==> src/rtl/ov7670_capture_ctrl.sv <==
// OV7670 pixel-capture controller: turns the VSYNC/HREF/D byte stream into
// coordinate-tagged 16-bit pixels, with decimation, frame skipping and line checks.
module ov7670_capture_ctrl #(
    parameter int H_ACTIVE   = 640,
    parameter int V_ACTIVE   = 480,
    parameter int X_W        = 10,
    parameter int Y_W        = 9,
    parameter int DECIM_LOG2 = 0,
    parameter int SKIP_W     = 4,
    parameter int FCNT_W     = 16
) (
    input  logic              clk,
    input  logic              reset,
    input  logic              enable,
    input  logic              mode,
    input  logic [SKIP_W-1:0] skip,
    input  logic              vsync,
    input  logic              href,
    input  logic [7:0]        d,
    output logic [X_W-1:0]    pixel_x,
    output logic [Y_W-1:0]    pixel_y,
    output logic [15:0]       pixel_data,
    output logic              pixel_valid,
    output logic              frame_start,
    output logic              frame_done,
    output logic              line_err,
    output logic [FCNT_W-1:0] frame_count
);

    // Raw counters get one spare bit beyond the decimated range so that
    // overlong lines/frames saturate clear of the active window.
    localparam int RX_W = X_W + DECIM_LOG2 + 1;
    localparam int RY_W = Y_W + DECIM_LOG2 + 1;

    localparam logic [RX_W-1:0] H_LIM  = RX_W'(H_ACTIVE);
    localparam logic [RY_W-1:0] V_LIM  = RY_W'(V_ACTIVE);
    localparam logic [RX_W-1:0] RX_MAX = '1;
    localparam logic [RY_W-1:0] RY_MAX = '1;
    localparam logic [RX_W-1:0] XMASK  = RX_W'((1 << DECIM_LOG2) - 1);
    localparam logic [RY_W-1:0] YMASK  = RY_W'((1 << DECIM_LOG2) - 1);

    typedef enum logic [1:0] {
        SYNC,
        VBLANK,
        CAPTURE,
        DROP
    } state_t;

    state_t            state_q, state_d;
    logic              vsyncDly_q;
    logic              hrefDly_q;
    logic [SKIP_W-1:0] skipCnt_q, skipCnt_d;
    logic              modeLat_q, modeLat_d;
    logic              phase_q, phase_d;
    logic [RX_W-1:0]   rx_q, rx_d;
    logic [RY_W-1:0]   ry_q, ry_d;
    logic [7:0]        byte0_q, byte0_d;
    logic              firstPend_q, firstPend_d;
    logic              pixValid_q, pixValid_d;
    logic [15:0]       pixData_q, pixData_d;
    logic [X_W-1:0]    pixX_q, pixX_d;
    logic [Y_W-1:0]    pixY_q, pixY_d;
    logic              frameStart_q, frameStart_d;
    logic              frameDone_q, frameDone_d;
    logic              lineErr_q, lineErr_d;
    logic [FCNT_W-1:0] frameCount_q, frameCount_d;

    logic vsyncFall;
    logic hrefFall;
    logic inWindow;

    assign vsyncFall = vsyncDly_q & ~vsync;
    assign hrefFall  = hrefDly_q & ~href;
    assign inWindow  = (rx_q < H_LIM) && (ry_q < V_LIM) &&
                       ((rx_q & XMASK) == '0) && ((ry_q & YMASK) == '0);

    always_ff @(posedge clk) begin
        if (reset) begin
            state_q      <= SYNC;
            vsyncDly_q   <= 1'b0;
            hrefDly_q    <= 1'b0;
            skipCnt_q    <= '0;
            modeLat_q    <= 1'b0;
            phase_q      <= 1'b0;
            rx_q         <= '0;
            ry_q         <= '0;
            byte0_q      <= '0;
            firstPend_q  <= 1'b0;
            pixValid_q   <= 1'b0;
            pixData_q    <= '0;
            pixX_q       <= '0;
            pixY_q       <= '0;
            frameStart_q <= 1'b0;
            frameDone_q  <= 1'b0;
            lineErr_q    <= 1'b0;
            frameCount_q <= '0;
        end else begin
            state_q      <= state_d;
            vsyncDly_q   <= vsync;
            hrefDly_q    <= href;
            skipCnt_q    <= skipCnt_d;
            modeLat_q    <= modeLat_d;
            phase_q      <= phase_d;
            rx_q         <= rx_d;
            ry_q         <= ry_d;
            byte0_q      <= byte0_d;
            firstPend_q  <= firstPend_d;
            pixValid_q   <= pixValid_d;
            pixData_q    <= pixData_d;
            pixX_q       <= pixX_d;
            pixY_q       <= pixY_d;
            frameStart_q <= frameStart_d;
            frameDone_q  <= frameDone_d;
            lineErr_q    <= lineErr_d;
            frameCount_q <= frameCount_d;
        end
    end

    // Frame-level sequencing: the capture/drop decision is made once per
    // frame at the vsync fall, so enable and mode changes wait for the next frame.
    always_comb begin
        state_d      = state_q;
        skipCnt_d    = skipCnt_q;
        modeLat_d    = modeLat_q;
        frameDone_d  = 1'b0;
        frameCount_d = frameCount_q;
        case (state_q)
            SYNC: begin
                if (vsync) state_d = VBLANK;
            end
            VBLANK: begin
                if (vsyncFall) begin
                    modeLat_d = mode;
                    if (enable && (skipCnt_q == '0)) begin
                        state_d   = CAPTURE;
                        skipCnt_d = skip;
                    end else begin
                        state_d = DROP;
                        if (skipCnt_q != '0) skipCnt_d = skipCnt_q - SKIP_W'(1);
                    end
                end
            end
            CAPTURE: begin
                if (vsync) begin
                    frameDone_d  = 1'b1;
                    frameCount_d = frameCount_q + FCNT_W'(1);
                    state_d      = VBLANK;
                end
            end
            DROP: begin
                if (vsync) state_d = VBLANK;
            end
            default: state_d = SYNC;
        endcase
    end

    always_comb begin
        phase_d      = phase_q;
        rx_d         = rx_q;
        ry_d         = ry_q;
        byte0_d      = byte0_q;
        firstPend_d  = firstPend_q;
        pixValid_d   = 1'b0;
        pixData_d    = pixData_q;
        pixX_d       = pixX_q;
        pixY_d       = pixY_q;
        frameStart_d = 1'b0;
        lineErr_d    = lineErr_q;
        if (vsyncFall) begin
            phase_d     = 1'b0;
            rx_d        = '0;
            ry_d        = '0;
            firstPend_d = 1'b1;
        end else if (href) begin
            phase_d = ~phase_q;
            if (!phase_q) begin
                byte0_d = d;
            end else begin
                if (rx_q != RX_MAX) rx_d = rx_q + RX_W'(1);
                if ((state_q == CAPTURE) && inWindow) begin
                    pixValid_d = 1'b1;
                    pixData_d  = modeLat_q ? {8'h00, byte0_q} : {byte0_q, d};
                    pixX_d     = X_W'(rx_q >> DECIM_LOG2);
                    pixY_d     = Y_W'(ry_q >> DECIM_LOG2);
                    if (firstPend_q) begin
                        frameStart_d = 1'b1;
                        firstPend_d  = 1'b0;
                    end
                end
            end
        end else begin
            phase_d = 1'b0;
            // phase_q still holds the parity of the line just ended here.
            if (hrefFall) begin
                rx_d = '0;
                if (ry_q != RY_MAX) ry_d = ry_q + RY_W'(1);
                if ((state_q == CAPTURE) && (ry_q < V_LIM) && ((rx_q != H_LIM) || phase_q))
                    lineErr_d = 1'b1;
            end
        end
    end

    assign pixel_x     = pixX_q;
    assign pixel_y     = pixY_q;
    assign pixel_data  = pixData_q;
    assign pixel_valid = pixValid_q;
    assign frame_start = frameStart_q;
    assign frame_done  = frameDone_q;
    assign line_err    = lineErr_q;
    assign frame_count = frameCount_q;

endmodule

==> config.mk <==
export PLATFORM = sky130hd
export DESIGN_NAME = ov7670_capture_ctrl
export DESIGN_NICKNAME = d
export VERILOG_FILES = /design/src/rtl/ov7670_capture_ctrl.sv
export SDC_FILE = /design/constraint.sdc
export NUM_CORES = 1
export LEC_CHECK = 0
export CAP_MARGIN = 0
export CORE_MARGIN = 2
export CORE_UTILIZATION = 52
export DETAILED_ROUTE_END_ITERATION = 12
export PLACE_DENSITY = 0.8
export SYNTH_ARGS = -nofsm -noshare
export SYNTH_HDL_FRONTEND = slang
export SYNTH_SLANG_ARGS = --single-unit
==> constraint.sdc <==
create_clock -name clk -period 2.2 [get_ports clk]
set_input_delay 0.22 -clock clk [delete_from_list [all_inputs] [get_ports clk]]
set_output_delay 0.22 -clock clk [all_outputs]
set_load 0.03 [all_outputs]
# After elaboration in Yosys (flattened, before gate mapping)
# Index checks and enable logic that the tools add are counted.
# Widths: inputs -> output; s select.
[totals] regBits=95 input_bits=18 mem_bits_ro=0 mem_bits_rw=0 latchBits=0 wordCells=90 out_inout_bits=55 mem_count=0
[classes] order_cmp=2 bitwise=8 n_mux=18 div=0 reduce_logical=30 multipliers=0 n_addsub=4 shifts=0 n_eq_ne=10
[op_table] operator="$mux 11" n=4
[op_table] operator="$add 16x1->16 const B" n=1
[op_table] operator="$mux 16" n=1
[op_table] operator="$reduce_and 3->1" n=5
[op_table] operator="$add 11x1->11 const B" n=1
[op_table] operator="$lt 11x10->1 const B" n=1
[op_table] operator="$ne 11x10->1 const B" n=1
[op_table] operator="$ne 11x11->1 const B" n=1
[op_table] operator="$add 10x1->10 const B" n=1
[op_table] operator="$lt 10x9->1 const B" n=1
[op_table] operator="$ne 10x10->1 const B" n=1
[op_table] operator="$reduce_bool 2->1" n=5
[op_table] operator="$mux 1" n=8
[op_table] operator="$mux 4" n=2
[op_table] operator="$reduce_and 4->1" n=2
[op_table] operator="$ne 2x1->1 const B" n=3
[op_table] operator="$not 1->1" n=6
[op_table] operator="$reduce_and 2->1" n=3
[op_table] operator="$reduce_or 3->1" n=2
[op_table] operator="$logic_and 1x1->1" n=5
[op_table] operator="$reduce_or 5->1" n=1
[op_table] operator="$eq 2x2->1 const B" n=2
[op_table] operator="$logic_not 4->1" n=1
[op_table] operator="$mux 2" n=2
[op_table] operator="10 further kinds" n=12

# Logic depth before layout (Yosys ltp)
# Gate-level depths: netlist of run 1.
[depth] depth_word=7 depth_mapped=7 depth_no_buf=6

# Worst setup path after synthesis of run 1
# No wires, ideal clock.
[synth_timing] path_kind="register to register" start="register frameCount_q[2] (netlist: frame_count[2])" end="register frameCount_q[13] (netlist: frame_count[13])" setup_time_ns=0.121 required_ns=2.079 path_slack_ns=0.266 path_buffers=1 stages_incl_launch_ff=6 t_arrival_ns=1.813 period_less_slack_ns=1.934 cell_sequence="dfxtp_1 > clkbuf_1 > nand3_1 > nor4_1 > nand3_1 > mux2_2"
[synth_between] elab_chain_cells=1
[synth_rtl] element="from (decl)" line_no="66" source="logic [FCNT_W-1:0] frameCount_q, frameCount_d;"
[synth_rtl] element="from (signal assigned)" line_no="115" source="frameCount_q <= frameCount_d;"
[synth_rtl] element="$add 16x1->16" line_no="146" source="frameCount_d = frameCount_q + FCNT_W'(1);"
# Every way passes these cells.
# A chain may end at the register's enable or synchronous reset.

# Worst setup path in the final report of run 1
[layout_timing] start="register ry_q[7]" end="register pixData_q[15] (netlist: pixel_data[15])"
[layout_between] elab_chain_cells=4
[layout_rtl] element="from (decl)" line_no="56" source="logic [RY_W-1:0] ry_q, ry_d;"
[layout_rtl] element="from (signal assigned)" line_no="105" source="ry_q <= ry_d;"
[layout_rtl] element="$lt 10x9->1" line_no="74" source="assign inWindow = (rx_q < H_LIM) && (ry_q < V_LIM) &&"
[layout_rtl] element="$logic_and 1x1->1" line_no="74"
[layout_rtl] element="$logic_and 1x1->1" line_no="180" source="if ((state_q == CAPTURE) && inWindow) begin"
[layout_rtl] element="$reduce_and 4->1 (no source line)"
[layout_rtl] element="to (signal assigned)" line_no="109" source="pixData_q <= pixData_d;"
[layout_rtl] element="to (decl)" line_no="60" source="logic [15:0] pixData_q, pixData_d;"
# Every way passes these cells.

==> metrics.cfg, run 1 <==
[drt]
metal2_wl_um = 4040
met1_length_um = 3950
route.final.wire_length_um = 8640
drt_drc_violations_left = 0
ant_nets = 0
drt_first_pass_iters = 4
wl_per_cell_um = 14.8
routed_via_density = 5.60
dr_wl_met3_um = 537
number_of_violations_reported_at_the_end_of_detailed_routing_iteration_0 = 273
routed.top_layer = met4
route.vias.total = 3276

[floorplanning]
core_sq_um = 7250
io-pin-count = 73
floorplan.rows = 31
die_area_sq_um = 8190
chipWidth_um = 90.5
floorplan.initialDensity = 0.536
die_height_um = 90.5

[cts]
clock_h_tree_levels = 3
post-cts-setup-buffers = 0
cts_root_buf = sky130_fd_sc_hd__clkbuf_8
max-clock-path-buffers = 2
tritoncts = yes
cts.sinks = 95
clock_slew_at_reported_path_ffs_ns = 0.10
worstSkewPairLatency_ns = 0.35
post_cts_hold_buffer_count = 0
post_cts.resized_instances = 0
numCtsBuffers = 9

[timing]
max_slew.worst_pin.slew_ns = 0.633
timing.slew.headroom = 0.578
final-hold-violation-count = 0
timing.final.crit_period_ns = 1.90
fmaxAchievable_ghz = 0.527
grt_setup_unrepaired = false
fin_crit_sh = 0.863
tns_ns = 0
fin_worst_skew_ns = 0.0103
setup_viol = 0
timing_max_transition_violations_final = 0

[layout]
final-seq-area_sq_um = 1900
final_net_count = 505
post_route_cells_drive_above_1_share = 0.105
antennaDiodeCount = 0
synthToLayoutAreaGrowth_pct = 28.3
post-route-util = 0.688
nFillCells = 584
multi_input_area_sq_um = 1850

[power]
power_per_cell_area_nw_per_um2 = 614
totalPowerFinal_w = 0.00307
leakagePower_nw = 1.81
peakVddDrop_uv = 301

[critical_path]
worstSetupPathType = reg2reg
r2r_start = ry_q[7]$_SDFFE_PP0P_
setup.worst_path.start = ry_q[7]$_SDFFE_PP0P_
timing.critical_path.from_type = flip-flop
worstSetupEndpointType = flip-flop
worstPathArrival_ns = 2.14
crit_required_ns = 2.45
timing.reg2reg.setup_slack_ns = 0.30
critPathMaxFanout = 36

[hold_path]
worst_hold_startpoint = mode
holdCritPathClass = in2reg

[logic_synthesis]
syn_std_cell_area_sq_um = 3890
synth-warning-count = 0
postSynthRegisterBits = 95
netlist-cell-type-count = 53
synthesis.area_per_instance_sq_um = 9.80
asyncSetResetFlopFracSynth = 0
number_of_flops_mapped_to_enable_cells_by_yosys = 0
synthesis.nets = 421
synth_seq_area_share = 0.489
post_synth_inst_count = 397
synth_top_flop_cell = sky130_fd_sc_hd__dfxtp_1

[placed_design]
finalWeightedCongestion = 0.834
portBuffers = 72
detailedPlacementHpwl_um = 6330

[grt]
grt_start_max_net_pins = 37
grt_antenna_before_repair = 0
gr-usage-all-layers = 0.216
first_global_vias = 3151
grt_first_pass_wirelength_um = 14700
grt-ovfl-total = 0

[outcome]
status = completed

[run]
maxCapViolations = 0

-- Yosys cell counts, types with 7 or more instances --
master / n / area, sq um
sky130_fd_sc_hd__a21oi_1: 21 / 105
sky130_fd_sc_hd__xnor2_1: 8 / 70.1
sky130_fd_sc_hd__inv_1: 10 / 37.5
sky130_fd_sc_hd__and3_1: 7 / 43.8
sky130_fd_sc_hd__mux2i_1: 10 / 100
sky130_fd_sc_hd__or4_1: 9 / 67.6
sky130_fd_sc_hd__nor2_1: 35 / 131
sky130_fd_sc_hd__dfxtp_1: 95 / 1900
sky130_fd_sc_hd__nand3_1: 15 / 75.1
sky130_fd_sc_hd__clkbuf_1: 9 / 33.8
sky130_fd_sc_hd__nand4_1: 8 / 50.1
sky130_fd_sc_hd__or3_1: 8 / 50.1
sky130_fd_sc_hd__mux2_2: 9 / 101
sky130_fd_sc_hd__a22o_1: 35 / 307
sky130_fd_sc_hd__nand2_1: 23 / 86.3
sky130_fd_sc_hd__o21ai_0: 13 / 65.1
-- logic make-up (layout without fill, tap and decap cells) --
logic type	Yosys count	after routing	share of synthesized area
compound gates	98	98	0.183
fa+ha+maj	6	6	0.0193
flops	95	95	0.489
simple gates	137	137	0.191
buf+inv	29	118	0.0376
mux	19	19	0.0518
xor+xnor	13	13	0.0293
-- registers in the layout, indices dropped and copies added (netlist names), 2 cells and up --
name / count
rx_q: 11
ry_q: 10
pixel_y: 9
pixel_data: 16
frame_count: 16
pixel_x: 10
skipCnt_q: 4
byte0_q: 8
state_q: 2
-- report_power, final --
part	leakage (nW)	switching (W)	internal (W)
clock network	0.0933	0.000602	0.000532
logic	0.949	0.0000906	0.0000858
registers	0.768	0.0000185	0.00174
total	1.81	0.000711	0.00236
-- layer usage --
metal  track usage  up-vias
met1         0.286     1522
met4        0.0833        0
met2         0.349      104
met3        0.0426       12
met5             0        -
li1              -     1638
-- final timing paths --
check,depth (start not counted),to
min,3,modeLat_q$_SDFFE_PP0P_
max reg2reg,5,pixel_data[15]$_SDFFE_PP0P_
max,5,pixel_data[15]$_SDFFE_PP0P_
min reg2reg,1,firstPend_q$_SDFFE_PP0P_
-- critical path, stage by stage (launching register included) --
cell and delay [ns]:
sky130_fd_sc_hd__dfxtp_1 0.35, sky130_fd_sc_hd__and3_1 0.21, sky130_fd_sc_hd__a2111o_1 0.55, sky130_fd_sc_hd__o21a_1 0.26, sky130_fd_sc_hd__buf_12 0.18, sky130_fd_sc_hd__a22o_1 0.24
-- through the flow --
stage	hold WS, ns	cell area [sq um]	cells	setup WS, ns
6_report	0.430	4990	585	0.301
5_1_grt	0.460	4990	585	0.229
4_1_cts	0.416	4990	585	0.299
3_5_place_dp	0.453	4800	569	0.100
3_3_place_gp	0.449	4800	569	0.139
2_1_floorplan	0.299	3890	397	0.266
-- cell usage in the layout, fill, tap and decap left out, types with 10 or more instances in the layout --
cell type / netlist / layout
sky130_fd_sc_hd__dfxtp_1: 95 / 95
sky130_fd_sc_hd__clkdlybuf4s50_1: 0 / 72
sky130_fd_sc_hd__a22o_1: 35 / 35
sky130_fd_sc_hd__nor2_1: 35 / 35
sky130_fd_sc_hd__nand2_1: 23 / 23
sky130_fd_sc_hd__a21oi_1: 21 / 21
sky130_fd_sc_hd__buf_4: 1 / 19
sky130_fd_sc_hd__nand3_1: 15 / 15
sky130_fd_sc_hd__o21ai_0: 13 / 13
sky130_fd_sc_hd__inv_1: 10 / 10
sky130_fd_sc_hd__mux2i_1: 10 / 10
-- final cells by class --
class | count | area share
flip-flops and latches | 95 | 0.381
multi-input cells | 273 | 0.371
repair buffers | 92 | 0.177
clock buffers | 10 | 0.0256
well taps | 99 | 0.0248
clock inverters | 6 | 0.0135
inverters | 10 | 0.00752
Power figures use the tool's default switching activity.
==> run 2: changes to the inputs <==
--- a/config.mk
+++ b/config.mk
@@ -9,7 +9,8 @@
 export CORE_MARGIN = 2
 export CORE_UTILIZATION = 52
 export DETAILED_ROUTE_END_ITERATION = 12
-export PLACE_DENSITY = 0.8
+export PLACE_DENSITY = 0.88
+export SKIP_LAST_GASP = 1
 export SYNTH_ARGS = -nofsm -noshare
 export SYNTH_HDL_FRONTEND = slang
 export SYNTH_SLANG_ARGS = --single-unit
==> run 2 against run 1 <==
Effect of this change:
- power grew 8.9%
- critical endpoint is now ry_q[5]$_SDFFE_PP0P_
- highest routed layer unchanged
- non-clock buffer count shrank 1
- maximum frequency shrank 7.5%
- final area grew 0.93%
- worst hold slack lost 0.0016 ns
- sequential share of layout area shrank 0.35 points
- critical path depth is the same
- via count grew 3.2%
- largest power group unchanged
==> metrics.cfg, run 2 (synthesized netlist as in run 1, its figures left out) <==
[outcome]
status = completed

[layout]
final_net_count = 504  ; -0.20%
post-route-util = 0.694  ; +0.00638
post-route-cell-area_sq_um = 5040  ; +0.93%
layout_commonest_cell = sky130_fd_sc_hd__dfxtp_1
post_route_cells_drive_above_1_share = 0.105  ; +0.000216
synthToLayoutAreaGrowth_pct = 29.5
final_cell_mix = sky130_fd_sc_hd__dfxtp_1 (95), sky130_fd_sc_hd__clkdlybuf4s50_1 (72), sky130_fd_sc_hd__a22o_1 (35), sky130_fd_sc_hd__nor2_1 (35), sky130_fd_sc_hd__nand2_1 (23)
antennaDiodeCount = 0  ; unchanged
nFillCells = 573  ; -1.9%

[drt]
drt_first_pass_iters = 5  ; +1
route.vias.total = 3380  ; +3.2%
routed_via_density = 5.79  ; +3.4%
route.final.wire_length_um = 9180  ; +6.2%
ant_nets = 0  ; unchanged
drt_drc_violations_left = 0  ; unchanged
wl_per_cell_um = 15.7  ; +6.4%
number_of_violations_reported_at_the_end_of_detailed_routing_iteration_0 = 212  ; -22%

[timing]
fin_crit_sh = 0.933  ; +0.0697
timing_max_transition_violations_final = 0  ; unchanged
timing.slew.headroom = 0.537  ; -0.0408
fin_worst_skew_ns = 0.00793  ; -0.00241 ns
timing.final.crit_period_ns = 2.05  ; +0.153 ns
grt_setup_unrepaired = false
tns_ns = 0  ; unchanged
max_slew.worst_pin.slew_ns = 0.677  ; +0.0445 ns
final-hold-violation-count = 0  ; unchanged
fmaxAchievable_ghz = 0.487  ; -7.5%
setup_viol = 0  ; unchanged

[cts]
post_cts.resized_instances = 0  ; unchanged
post_cts_hold_buffer_count = 0  ; unchanged
post-cts-setup-buffers = 0  ; unchanged
cts_root_buf = sky130_fd_sc_hd__clkbuf_8
numCtsBuffers = 9  ; unchanged
cts.sinks = 95  ; unchanged
tritoncts = yes
clock_slew_at_reported_path_ffs_ns = 0.10  ; about the same
max-clock-path-buffers = 2  ; unchanged
worstSkewPairLatency_ns = 0.36  ; about the same
clock_h_tree_levels = 3  ; unchanged

[grt]
gr-usage-all-layers = 0.225  ; +0.00849
grt_antenna_before_repair = 0  ; unchanged
grt-ovfl-total = 0  ; unchanged
first_global_vias = 3173  ; +0.70%
grt_start_max_net_pins = 28  ; -24%
grt_first_pass_wirelength_um = 15000  ; +1.8%

[hold_path]
holdPathStages = 3  ; unchanged
holdCritPathClass = in2reg

[critical_path]
worstPathArrival_ns = 2.27  ; +0.13 ns
cpLargestDelayFamily = compound AO/OA/AOI/OAI gates
peak_per_stage_delay_on_the_critical_path_ns = 0.52  ; -0.03 ns
critical_path.n_buffers_inverters = 0  ; -1
worstSetupPathType = reg2reg
timing.reg2reg.worst_path_depth = 5  ; unchanged
r2r_start = ry_q[0]$_SDFFE_PP0P_
setup.worst_path.start = ry_q[0]$_SDFFE_PP0P_
crit_required_ns = 2.42  ; -0.03 ns
timing.critical_path.from_type = flip-flop
critPathMaxFanout = 13  ; -64%
cp.depth = 5  ; unchanged
worstReg2RegEnd = ry_q[5]$_SDFFE_PP0P_
timing.reg2reg.setup_slack_ns = 0.15  ; -0.15 ns
critical_path.slowest_cell = sky130_fd_sc_hd__o311ai_0
crit_path_cell_trace = ha_1 > and3_1 > a31o_2 > o311ai_0 > o41ai_1
cp-endpoint = ry_q[5]$_SDFFE_PP0P_
worstSetupEndpointType = flip-flop

[placed_design]
dpl_cell_area_sq_um = 4790  ; -0.16%
detailedPlacementHpwl_um = 6490  ; +2.5%
portBuffers = 72  ; unchanged
finalWeightedCongestion = 0.826  ; -0.96%

[power]
power_switching_share = 0.224  ; -0.00750
totalPowerFinal_w = 0.00334  ; +8.9%
leakagePower_nw = 1.84  ; +1.4%
peakVddDrop_uv = 341  ; +13%
cellInternalPower_w = 0.00259  ; +10%
pwr-share-clk = 0.422  ; +0.052
p_comb_frac = 0.052  ; -0.006
power_per_cell_area_nw_per_um2 = 663  ; +7.9%
share_seq_of_total_power = 0.526  ; -0.047
power.switching_w = 0.000749  ; +5.4%

[floorplanning]
die_area_sq_um = 8190  ; unchanged
die_height_um = 90.5  ; unchanged
floorplan.initialDensity = 0.536  ; unchanged
io-pin-count = 73  ; unchanged
floorplan.rows = 31  ; unchanged
chipWidth_um = 90.5  ; unchanged
core_sq_um = 7250  ; unchanged

[run]
maxCapViolations = 0  ; unchanged

[run 2: cell count changes in the layout (fill, tap and decap cells not counted), sizes merged]
cell	delta
buf	-1
bufinv	+2
clkbuf	-1
clkinv	-1
clkinvlp	-2
inv	+2
[run 2: how the worst min path moves through the flow]
stage	from	slack (ns)	endpoint
5_1_grt	mode	0.42	modeLat_q$_SDFFE_PP0P_
4_1_cts	mode	0.42	modeLat_q$_SDFFE_PP0P_
6_report	mode	0.43	modeLat_q$_SDFFE_PP0P_
3_5_place_dp	firstPend_q$_SDFFE_PP0P_	0.46	firstPend_q$_SDFFE_PP0P_
3_3_place_gp	firstPend_q$_SDFFE_PP0P_	0.46	firstPend_q$_SDFFE_PP0P_
2_1_floorplan	vsync	0.30	state_q[1]$_SDFFE_PP0P_
[run 2: layout make-up]
| cell class | count | area, sq um | area share |
|---|---|---|---|
| Inverter | 10 | 37.5 | 0.00745 |
| Tap cell | 99 | 124 | 0.0246 |
| Timing Repair Buffer | 91 | 876 | 0.174 |
| Multi-Input combinational cell | 273 | 1850 | 0.367 |
| Sequential cell | 95 | 1900 | 0.378 |
| Clock inverter | 7 | 125 | 0.0248 |
| Clock buffer | 9 | 124 | 0.0246 |
[run 2: metal layers]
metal,vias up,global-route usage,part of all wire
li1,1644,-,-
met4,0,0.0769,0.014
met1,1584,0.277,0.43
met3,16,0.0568,0.069
met2,136,0.382,0.49
met5,-,0,0
[run 2: tightest hold or removal path: stages]
cell and delay, ns:
sky130_fd_sc_hd__clkdlybuf4s50_1 0.41, sky130_fd_sc_hd__nand2_1 0.07, sky130_fd_sc_hd__a21oi_1 0.06
[run 2: metrics by stage]
stage | worst slack [ns] | cells | hold slack, ns
after floorplan | 0.266 | 397 | 0.299
after global placement | 0.0784 | 568 | 0.456
after detailed placement | 0.00477 | 568 | 0.459
after CTS | 0.189 | 584 | 0.424
after global routing | 0.0396 | 584 | 0.415
final | 0.148 | 584 | 0.429
[run 2: power by group through the flow]
stage,Clock [W],Combinational (W),Sequential [W]
floorplan,0,0.000104,0.00179
global placement,0,0.000165,0.00179
detailed placement,0,0.000171,0.00180
CTS,0.00142,0.000173,0.00176
global route,0.00152,0.000189,0.00176
finish,0.00141,0.000173,0.00176
==> run 3: changes to the inputs <==
--- a/config.mk
+++ b/config.mk
@@ -5,9 +5,10 @@
 export SDC_FILE = /design/constraint.sdc
 export NUM_CORES = 1
 export LEC_CHECK = 0
+export ABC_AREA = 1
 export CAP_MARGIN = 0
 export CORE_MARGIN = 2
-export CORE_UTILIZATION = 52
+export CORE_UTILIZATION = 53
 export DETAILED_ROUTE_END_ITERATION = 12
 export PLACE_DENSITY = 0.88
 export SKIP_LAST_GASP = 1
==> run 3 against run 2 <==
Effect of this change:
- sequential share of layout area shrank 1.3 points
- sequential power is essentially flat
- first-iteration DRC count shrank 23%
- final area grew 3.5%
- routed wire length grew 7.2%
- clock power shrank 16%
- sequential cell count is the same
- synthesized cell count grew 45%
- non-clock buffer count shrank 12
- register-to-register slack gained 0.38 ns
- maximum frequency grew 20%
- critical endpoint is now frame_count[11]
==> metrics.cfg, run 3 <==
[drt]
routed.top_layer = met4
route.final.wire_length_um = 9850  ; +7.2%
drt_first_pass_iters = 5  ; unchanged
ant_nets = 0  ; unchanged
routed_via_density = 5.40  ; -6.6%
route.vias.total = 4075  ; +21%
met1_length_um = 4270  ; +8.9%
metal2_wl_um = 4710  ; +4.9%
number_of_violations_reported_at_the_end_of_detailed_routing_iteration_0 = 164  ; -23%
drt_drc_violations_left = 0  ; unchanged
wl_per_cell_um = 13.1  ; -17%
dr_wl_met3_um = 583  ; -8.6%

[placed_design]
finalWeightedCongestion = 0.936  ; +13%
setup_slack_at_placement_ns = 0.300  ; +0.296 ns
portBuffers = 72  ; unchanged
detailedPlacementHpwl_um = 7090  ; +9.3%

[floorplanning]
floorplan.rows = 32  ; +3.2%
chipWidth_um = 93.0  ; +2.7%
die_area_sq_um = 8640  ; +5.5%
io-pin-count = 73  ; unchanged
floorplan.initialDensity = 0.546  ; +0.00909
die_height_um = 93.0  ; +2.7%
core_sq_um = 7690  ; +6.0%

[layout]
final_cell_mix = sky130_fd_sc_hd__nand2_1 (116), sky130_fd_sc_hd__dfxtp_1 (95), sky130_fd_sc_hd__inv_1 (72), sky130_fd_sc_hd__clkdlybuf4s50_1 (72), sky130_fd_sc_hd__nand3_1 (64)
final_net_count = 672  ; +33%
layout_commonest_cell = sky130_fd_sc_hd__nand2_1
post_route_cells_drive_above_1_share = 0.0736  ; -0.0315
antennaDiodeCount = 0  ; unchanged
nFillCells = 637  ; +11%
synthToLayoutAreaGrowth_pct = 24.3

[critical_path]
timing.critical_path.from_type = flip-flop
worstSetupEndpointType = output pin
cpLargestDelayFamily = buffers and inverters
critical_path.n_buffers_inverters = 1  ; +1
critical_path.slowest_cell = sky130_fd_sc_hd__clkdlybuf4s50_1
worstPathArrival_ns = 1.49  ; -0.78 ns
worstSetupPathType = reg2out
critPathMaxFanout = 5  ; -8
peak_per_stage_delay_on_the_critical_path_ns = 0.70  ; +0.18 ns
crit_required_ns = 1.98  ; -0.44 ns
crit_path_cell_trace = clkdlybuf4s50_1

[grt]
grt_first_pass_wirelength_um = 16200  ; +7.8%
grt_antenna_before_repair = 0  ; unchanged
grt_start_max_net_pins = 46  ; +64%
first_global_vias = 3618  ; +14%
grt-ovfl-total = 0  ; unchanged
gr-usage-all-layers = 0.231  ; +0.00622

[logic_synthesis]
asyncSetResetFlopFracSynth = 0  ; unchanged
synthMostInstantiatedCell = sky130_fd_sc_hd__nand2_1
synthesis.area_per_instance_sq_um = 7.27  ; -26%
post_synth_inst_count = 577  ; +45%
synth-warning-count = 0  ; unchanged
syn_std_cell_area_sq_um = 4190  ; +7.8%
synth_top_area_share = 0.453  ; -0.0353
synthTopCellsByArea = sky130_fd_sc_hd__dfxtp_1 (45%), sky130_fd_sc_hd__nand2_1 (10%), sky130_fd_sc_hd__nand3_1 (7.6%)
synth_top_flop_cell = sky130_fd_sc_hd__dfxtp_1
postSynthRegisterBits = 95  ; unchanged
synthTopCellsByCount = sky130_fd_sc_hd__nand2_1 (116), sky130_fd_sc_hd__dfxtp_1 (95), sky130_fd_sc_hd__inv_1 (72)
netlist-cell-type-count = 34  ; -36%
synth_seq_area_share = 0.453  ; -0.0353
synth_largest_area_cell = sky130_fd_sc_hd__dfxtp_1
synthesis.nets = 601  ; +43%
number_of_flops_mapped_to_enable_cells_by_yosys = 0  ; unchanged

[timing]
timing_max_transition_violations_final = 0  ; unchanged
grt_setup_unrepaired = false
fin_worst_skew_ns = 0.00857  ; +0.000645 ns
timing.final.crit_period_ns = 1.71  ; -0.339 ns
max_slew.worst_pin.slew_ns = 0.729  ; +0.0520 ns
timing.slew.headroom = 0.513  ; -0.0237
setup_viol = 0  ; unchanged
fmaxAchievable_ghz = 0.584  ; +20%
fin_crit_sh = 0.779  ; -0.154
setup_slack_ns = 0.487  ; +0.339 ns
tns_ns = 0  ; unchanged
final-hold-violation-count = 0  ; unchanged

[power]
leakagePower_nw = 2.03  ; +11%
totalPowerFinal_w = 0.00312  ; -6.6%
power_per_cell_area_nw_per_um2 = 598  ; -9.7%
peakVddDrop_uv = 328  ; -3.9%

[cts]
max-clock-path-buffers = 2  ; unchanged
post_cts_hold_buffer_count = 0  ; unchanged
post-cts-setup-buffers = 0  ; unchanged
cts.sinks = 95  ; unchanged
clock_h_tree_levels = 3  ; unchanged
cts_root_buf = sky130_fd_sc_hd__clkbuf_8
clock_slew_at_reported_path_ffs_ns = 0.09  ; about the same
post_cts.resized_instances = 0  ; unchanged
worstSkewPairLatency_ns = 0.36  ; about the same
numCtsBuffers = 9  ; unchanged
tritoncts = yes

[hold_path]
holdCritPathClass = reg2reg

[run]
maxCapViolations = 0  ; unchanged

[outcome]
status = completed

==> run 3: cell types whose count changed in the layout (fill, tap and decap cells not counted), moves of 12 or more <==
| cell | before | now |
|---|---|---|
| sky130_fd_sc_hd__buf_4 | 18 | 6 |
| sky130_fd_sc_hd__a21oi_1 | 21 | 39 |
| sky130_fd_sc_hd__inv_1 | 10 | 72 |
| sky130_fd_sc_hd__nand2_1 | 23 | 116 |
| sky130_fd_sc_hd__o21ai_0 | 13 | 43 |
| sky130_fd_sc_hd__nand3_1 | 15 | 64 |
| sky130_fd_sc_hd__a22o_1 | 35 | 0 |
| sky130_fd_sc_hd__nor2_1 | 35 | 55 |
| sky130_fd_sc_hd__o21ai_1 | 0 | 14 |
==> run 3: power breakdown <==
part	leakage (nW)	internal [W]	switching, W
Clock	0.102	0.000585	0.000597
Sequential	0.768	0.00174	0.0000146
Combinational	1.16	0.0000679	0.000113
==> run 3: worst paths after layout <==
| kind | start | slack [ns] | end | cells after the start |
|---|---|---|---|---|
| setup / recovery | frame_count[11]$_SDFFE_PP0P_ | 0.49 | frame_count[11] | 1 |
| hold reg to reg | firstPend_q$_SDFFE_PP0P_ | 0.46 | frame_start$_SDFF_PP0_ | 2 |
| setup reg to reg | ry_q[0]$_SDFFE_PP0P_ | 0.53 | ry_q[9]$_SDFFE_PP0P_ | 8 |
| hold / removal | firstPend_q$_SDFFE_PP0P_ | 0.46 | frame_start$_SDFF_PP0_ | 2 |
==> run 3: cell families (layout without fill, tap and decap cells) <==
kind of cell / after synthesis / count (layout) / share of synthesized area
buf+inv: 95 / 170 / 0.0925
flops: 95 / 95 / 0.453
fa+ha+maj: 6 / 6 / 0.0179
mux: 1 / 1 / 0.00239
compound gates: 108 / 108 / 0.138
xor+xnor: 4 / 4 / 0.00835
simple gates: 268 / 268 / 0.287
==> run 3: layer usage <==
metal  global-route usage  vias to the layer above
met3               0.0399                       24
met2                0.386                      164
li1                     -                     2016
met4                0.110                        0
met5                    0                        -
met1                0.288                     1871
==> run 3: area by class of cell <==
type                    count  area, sq um  share of cell area
flip-flops and latches     95         1900               0.365
repair buffers             79          786               0.151
well taps                 102          128              0.0245
clock buffers              11          151              0.0291
inverters                  76          285              0.0547
multi-input cells         387         1900               0.365
clock inverters             4         55.1              0.0106
==> run 3: stage by stage <==
stage,cell area (sq um),instances,utilization,hold slack [ns]
floorplan,4190,577,-,0.355
global placement,5000,739,0.651,0.428
detailed placement,5000,739,0.651,0.430
CTS,5210,754,0.678,0.455
global route,5210,754,0.678,0.479
finish,5210,754,0.678,0.458
==> run 3: tightest hold or removal path: cells and delay by family (launching register included) <==
kind	cells	cell delay, ns
simple gates	1	0.05
flops	1	0.31
buf+inv	1	0.06
